[src/rtl/stack_mem_pkg.sv]
// Shared definitions for the stack processor memory initiator: command
// encoding, FSM states and default stack bounds.
package stack_mem_pkg;

  typedef enum logic [1:0] {
    OpLoad  = 2'd0,
    OpStore = 2'd1,
    OpPush  = 2'd2,
    OpPop   = 2'd3
  } stack_op_e;

  typedef enum logic [2:0] {
    StIdle   = 3'd0,
    StIssue  = 3'd1,
    StSettle = 3'd2,
    StWait   = 3'd3,
    StDone   = 3'd4
  } stack_state_e;

  localparam logic [15:0] DefaultStackTop   = 16'h00FF;
  localparam logic [15:0] DefaultStackLimit = 16'h0080;

  // STORE and PUSH are the only ops that strobe the memory write.
  function automatic logic op_is_write(stack_op_e op);
    return (op == OpStore) || (op == OpPush);
  endfunction

endpackage

[src/rtl/stack_mem_master.sv]
// Memory initiator for the stack processor: owns the stack pointer, checks stack
// bounds locally and turns the memory's self-timed ready into a one-cycle response.
module stack_mem_master
  import stack_mem_pkg::*;
#(
  parameter logic [15:0] STACK_TOP   = DefaultStackTop,
  parameter logic [15:0] STACK_LIMIT = DefaultStackLimit
) (
  input  logic        clk,
  input  logic        rst_n,
  input  logic        cmd_valid,
  output logic        cmd_ready,
  input  logic [1:0]  cmd_op,
  input  logic [15:0] cmd_addr,
  input  logic [15:0] cmd_data,
  output logic        rsp_valid,
  output logic [15:0] rsp_data,
  output logic        rsp_err,
  output logic [15:0] sp,
  output logic [15:0] mem_addr,
  output logic        mem_w,
  output logic [15:0] mem_wdata,
  input  logic [15:0] mem_rdata,
  input  logic        mem_ready
);

  localparam logic [15:0] SpEmpty = STACK_TOP + 16'd1;

  stack_state_e state_q, state_d;
  stack_op_e    op_q, op_d;
  logic         err_q, err_d;
  logic [15:0]  sp_q, sp_d;
  logic [15:0]  mem_addr_q, mem_addr_d;
  logic [15:0]  mem_wdata_q, mem_wdata_d;
  logic [15:0]  rsp_data_q, rsp_data_d;

  stack_op_e cmd_op_e;
  logic      cmd_bad;

  assign cmd_op_e = stack_op_e'(cmd_op);

  // Illegal stack accesses are caught here so they never reach the memory.
  assign cmd_bad = ((cmd_op_e == OpPush) && (sp_q == STACK_LIMIT)) ||
                   ((cmd_op_e == OpPop)  && (sp_q == SpEmpty));

  always_comb begin
    state_d     = state_q;
    op_d        = op_q;
    err_d       = err_q;
    sp_d        = sp_q;
    mem_addr_d  = mem_addr_q;
    mem_wdata_d = mem_wdata_q;
    rsp_data_d  = rsp_data_q;

    unique case (state_q)
      StIdle: begin
        if (cmd_valid) begin
          op_d = cmd_op_e;
          if (cmd_bad) begin
            err_d      = 1'b1;
            rsp_data_d = 16'h0000;
            state_d    = StDone;
          end else begin
            err_d   = 1'b0;
            state_d = StIssue;
            unique case (cmd_op_e)
              OpLoad: begin
                mem_addr_d = cmd_addr;
              end
              OpStore: begin
                mem_addr_d  = cmd_addr;
                mem_wdata_d = cmd_data;
              end
              OpPush: begin
                sp_d        = sp_q - 16'd1;
                mem_addr_d  = sp_q - 16'd1;
                mem_wdata_d = cmd_data;
              end
              OpPop: begin
                mem_addr_d = sp_q;
              end
              default: ;
            endcase
          end
        end
      end
      StIssue: begin
        state_d = StSettle;
      end
      // mem_ready may still reflect the previous access here, so it is not looked at.
      StSettle: begin
        state_d = StWait;
      end
      StWait: begin
        if (mem_ready) begin
          rsp_data_d = op_is_write(op_q) ? mem_wdata_q : mem_rdata;
          if (op_q == OpPop) begin
            sp_d = sp_q + 16'd1;
          end
          state_d = StDone;
        end
      end
      StDone: begin
        state_d = StIdle;
      end
      default: begin
        state_d = StIdle;
      end
    endcase
  end

  always_ff @(posedge clk) begin
    if (!rst_n) begin
      state_q     <= StIdle;
      op_q        <= OpLoad;
      err_q       <= 1'b0;
      sp_q        <= SpEmpty;
      mem_addr_q  <= 16'h0000;
      mem_wdata_q <= 16'h0000;
      rsp_data_q  <= 16'h0000;
    end else begin
      state_q     <= state_d;
      op_q        <= op_d;
      err_q       <= err_d;
      sp_q        <= sp_d;
      mem_addr_q  <= mem_addr_d;
      mem_wdata_q <= mem_wdata_d;
      rsp_data_q  <= rsp_data_d;
    end
  end

  // Gated by rst_n so the core sees no acceptance while reset is held.
  assign cmd_ready = (state_q == StIdle) && rst_n;
  assign rsp_valid = (state_q == StDone);
  assign rsp_err   = (state_q == StDone) && err_q;
  assign rsp_data  = rsp_data_q;
  assign sp        = sp_q;
  assign mem_addr  = mem_addr_q;
  assign mem_wdata = mem_wdata_q;
  assign mem_w     = (state_q == StIssue) && op_is_write(op_q);

endmodule

[config.mk]
export PLATFORM = sky130hd
export DESIGN_NAME = stack_mem_master
export DESIGN_NICKNAME = d
export VERILOG_FILES = /design/src/rtl/stack_mem_pkg.sv /design/src/rtl/stack_mem_master.sv
export SDC_FILE = /design/constraint.sdc
export NUM_CORES = 1
export LEC_CHECK = 0
export ABC_CLOCK_PERIOD_IN_PS = 3130
export BUFFER_PORTS_ARGS = -buffer_cell sky130_fd_sc_hd__buf_4
export CORE_MARGIN = 1.5
export CORE_UTILIZATION = 30
export DETAILED_ROUTE_END_ITERATION = 7
export SLEW_MARGIN = 40
export SYNTH_ARGS = -nofsm -noshare
export SYNTH_HDL_FRONTEND = slang
export SYNTH_SLANG_ARGS = --single-unit
[constraint.sdc]
create_clock -name clk -period 3.13 [get_ports clk]
set_input_delay 0.7825 -clock clk [delete_from_list [all_inputs] [get_ports clk]]
set_output_delay 0.7825 -clock clk [all_outputs]
set_load 0.005 [all_outputs]
==> results.json <==
{
  "clkSinkCount": 70,
  "highest_count_cells_in_the_layout_ignoring_fill_and_taps": "134 x buf_4, 70 x dfxtp_1, 46 x o21ai_0",
  "placedCellCount": 715,
  "grt_setup_unrepaired": "false",
  "setup_slack_ns": 0.696,
  "timing.final.setup_violations": 0,
  "routedWlPerCell_um": 15.7,
  "ioPinCount": 122,
  "first_pass_iters": 5,
  "net_count_after_synthesis": 515,
  "critical_path_arrival_ns": 2.68,
  "worstMarginPinSlew_ns": 0.747,
  "global_route.usage.total_pct": 17.9,
  "critical_path.cell_chain": "inv_1, ha_1, or3b_1, nor2_1, nand3_1, a21oi_1, mux2i_1",
  "fin_setup_tns_ns": 0,
  "p_sw_share_pct": 28.6,
  "share_comb_of_total_power_pct": 23.2,
  "routed_wl_um": 11500,
  "upper_clock_frequency_limit_mhz": 411,
  "initial_utilization_pct": 30.8,
  "timing.critical_path.buf_inv": 1,
  "grt_pass1_vias": 3580,
  "grt_antenna_before_repair": 0,
  "vdd_drop_max_uv": 253,
  "grt_overflow_total": 0,
  "wire_length_of_the_first_global_routing_pass_um": 18400,
  "cts_tree": "done",
  "die_area_um2": 13100,
  "cp-start-kind": "flop",
  "worst_clock_skew_ns": 0.00820,
  "antenna_left": 0,
  "antenna_cells_inserted": 0,
  "synth-edff-count": 0,
  "fp.dieW_um": 114,
  "avgViaCountPerCell": 5.23,
  "share_of_total_power_in_the_clock_network_pct": 40.3,
  "dpl-instance-area_um2": 4750,
  "post_synth.cell_area_avg_um2": 8.16,
  "maxCapViolCount": 0,
  "finalInstanceArea_um2": 5080,
  "r2r_setup_slack_ns": 0.70,
  "place_hpwl_um": 8370,
  "area_of_the_multi_input_gates_um2": 2100,
  "netlist-cell-type-count": 55,
  "placement.setup.worst_slack_ns": 0.522,
  "route.detailed.drc": 0,
  "critPathMaxStageDelay_ns": 0.58,
  "clk-insertion-delay-late_ns": 0.34,
  "finalWeightedCongestion": 0.903,
  "slowest_stage": "or3b_1",
  "synth_top_area_cell": "dfxtp_1",
  "final_hold_viol_count": 0,
  "cellInternalPower_mw": 2.03,
  "maxSlewHeadroom_pct": 50.1,
  "final_cell_count_no_fill": 731,
  "cts_buffers": 9,
  "design.core.area_um2": 12100,
  "cts_buffer_depth": 2,
  "buffer_ports.inserted": 121,
  "dieHeight_um": 114,
  "synth_async_sr_flop_share_pct": 0,
  "cts_repair_resize_count": 0,
  "cell_at_the_root_of_the_clock_tree": "clkbuf_16",
  "synth_cells": 455,
  "synth.area.top_cells": "dfxtp_1 38%, o21ai_0 6.2%, mux2i_1 5.9%, a21oi_1 3.9%, o2bb2ai_1 3.8%",
  "drive_gt1_share_pct": 28.6,
  "initialDrtViolationCount": 350,
  "most_common_library_cell_in_the_layout_ignoring_fill_and_taps": "buf_4",
  "path_max_fanout": 11,
  "timing.critical_path.required_ns": 3.38,
  "routed-via-count": 3823,
  "fillCellCount": 1185,
  "flow.area_growth_from_synthesis_pct": 36.9,
  "status": "completed",
  "power.density_cell_area_nw_per_um2": 558,
  "grt_start_max_net_pins": 34,
  "post-route-period-util_pct": 77.8,
  "post_synth_top_area_share_pct": 37.7,
  "cts_hold_repair.buffers": 0,
  "worst-setup-path-type": "flop to flop",
  "yosys_warnings": 0,
  "p_seq_share_pct": 36.5,
  "holdCritPathClass": "flop to flop",
  "htreeDepth": 3,
  "synth_seq_cells": 70,
  "mappedNetlistArea_um2": 3710,
  "seq_area_um2": 1400,
  "post_cts_buffers": 0,
  "fp-row-count": 40,
  "synth_seq_area_share_pct": 37.7,
  "net-switching-power_mw": 0.813,
  "maxSlewViolCount": 0,
  "layout_min_cycle_time_ns": 2.43,
  "power.static_leakage_nw": 2.05,
  "ys.flop_type": "dfxtp_1",
  "end_kind": "flop",
  "clk_transition_reported_paths_ns": 0.06,
  "top_cell_family_by_delay_on_the_critical_path": "simple AND/OR/NAND/NOR gates",
  "finalNetCount": 618
}
## power by group through the flow
| stage | logic, mW | clock network [mW] | registers (mW) |
|---|---|---|---|
| 3_5_place_dp | 0.658 | 0 | 1.06 |
| 3_3_place_gp | 0.643 | 0 | 1.05 |
| 5_1_grt | 0.731 | 1.22 | 1.05 |
| 4_1_cts | 0.659 | 1.17 | 1.04 |
| 2_1_floorplan | 0.401 | 0 | 1.03 |
| 6_report | 0.659 | 1.14 | 1.04 |
## worst reg2reg max path, cell delays in order (launching register included)
cell and delay (ns):
dfxtp_1 0.41, inv_1 0.17, ha_1 0.25, or3b_1 0.58, nor2_1 0.37, nand3_1 0.12, a21oi_1 0.22, mux2i_1 0.24
## final cells by class
class	count	share of cell area, %
tap	168	4.13
inverter	8	0.591
clock buffer	13	5.31
timing repair buffer	134	19.8
clock inverter	3	1.28
multi-input combinational	335	41.3
sequential	70	27.6
## synthesized netlist by cell type (all sizes together), types with 4 or more instances
cell type / number
dfxtp: 70
o21ai: 47
nand2: 36
nor2: 34
a21oi: 29
clkbuf: 28
nand3: 26
mux2i: 22
nor3: 16
o2bb2ai: 16
buf: 14
a31oi: 13
or3: 11
nor4: 9
a211oi: 7
a22oi: 7
and3: 7
inv: 7
a32oi: 6
ha: 6
nand4: 5
nand3b: 4
## state kept, by name (all words and copies together) (netlist names)
| name | cells |
|---|---|
| err_q | 1 |
| mem_wdata | 16 |
| mem_addr | 16 |
| op_q | 2 |
| state_q | 3 |
| rsp_data | 16 |
| sp | 16 |
## layer usage
layer / track usage [%] / wire length (um) / up-vias / share of wire, %
met3: 3.71 / 813 / 16 / 7.1
met2: 29.0 / 5230 / 156 / 45
li1: - / - / 1887 / -
met4: 6.50 / 176 / 0 / 1.5
met1: 23.7 / 5280 / 1764 / 46
met5: 0 / 0 / - / 0
## logic make-up (layout without fill, tap and decap cells)
family	after synthesis	after routing	share of synthesized area (%)
and+or+nand+nor	162	162	22.5
AOI/OAI and AO/OA	140	140	24.3
adders and majority gates	6	6	2.02
DFF	70	70	37.7
xor gates and xnor gates	5	5	1.18
muxes	22	22	5.93
buffers and inverters	50	158	6.30
## per-stage QoR
step,hold slack [ns],total power [mW],util (%)
detailed placement,0.450,1.71,39.4
global placement,0.446,1.70,39.3
floorplan,0.440,1.43,-
finish,0.463,2.84,42.2
global route,0.478,3.00,42.2
CTS,0.466,2.87,42.2
## path summary, 6_finish.rpt
check | startpoint | endpoint | cells after the start
worst max register to register | sp[0] | sp[14] | 7
worst min-delay path | rsp_data[6] | rsp_data[6] | 1
worst min register to register | rsp_data[6] | rsp_data[6] | 1
worst max-delay path | sp[0] | sp[14] | 7
Power figures use the tool's default switching activity.
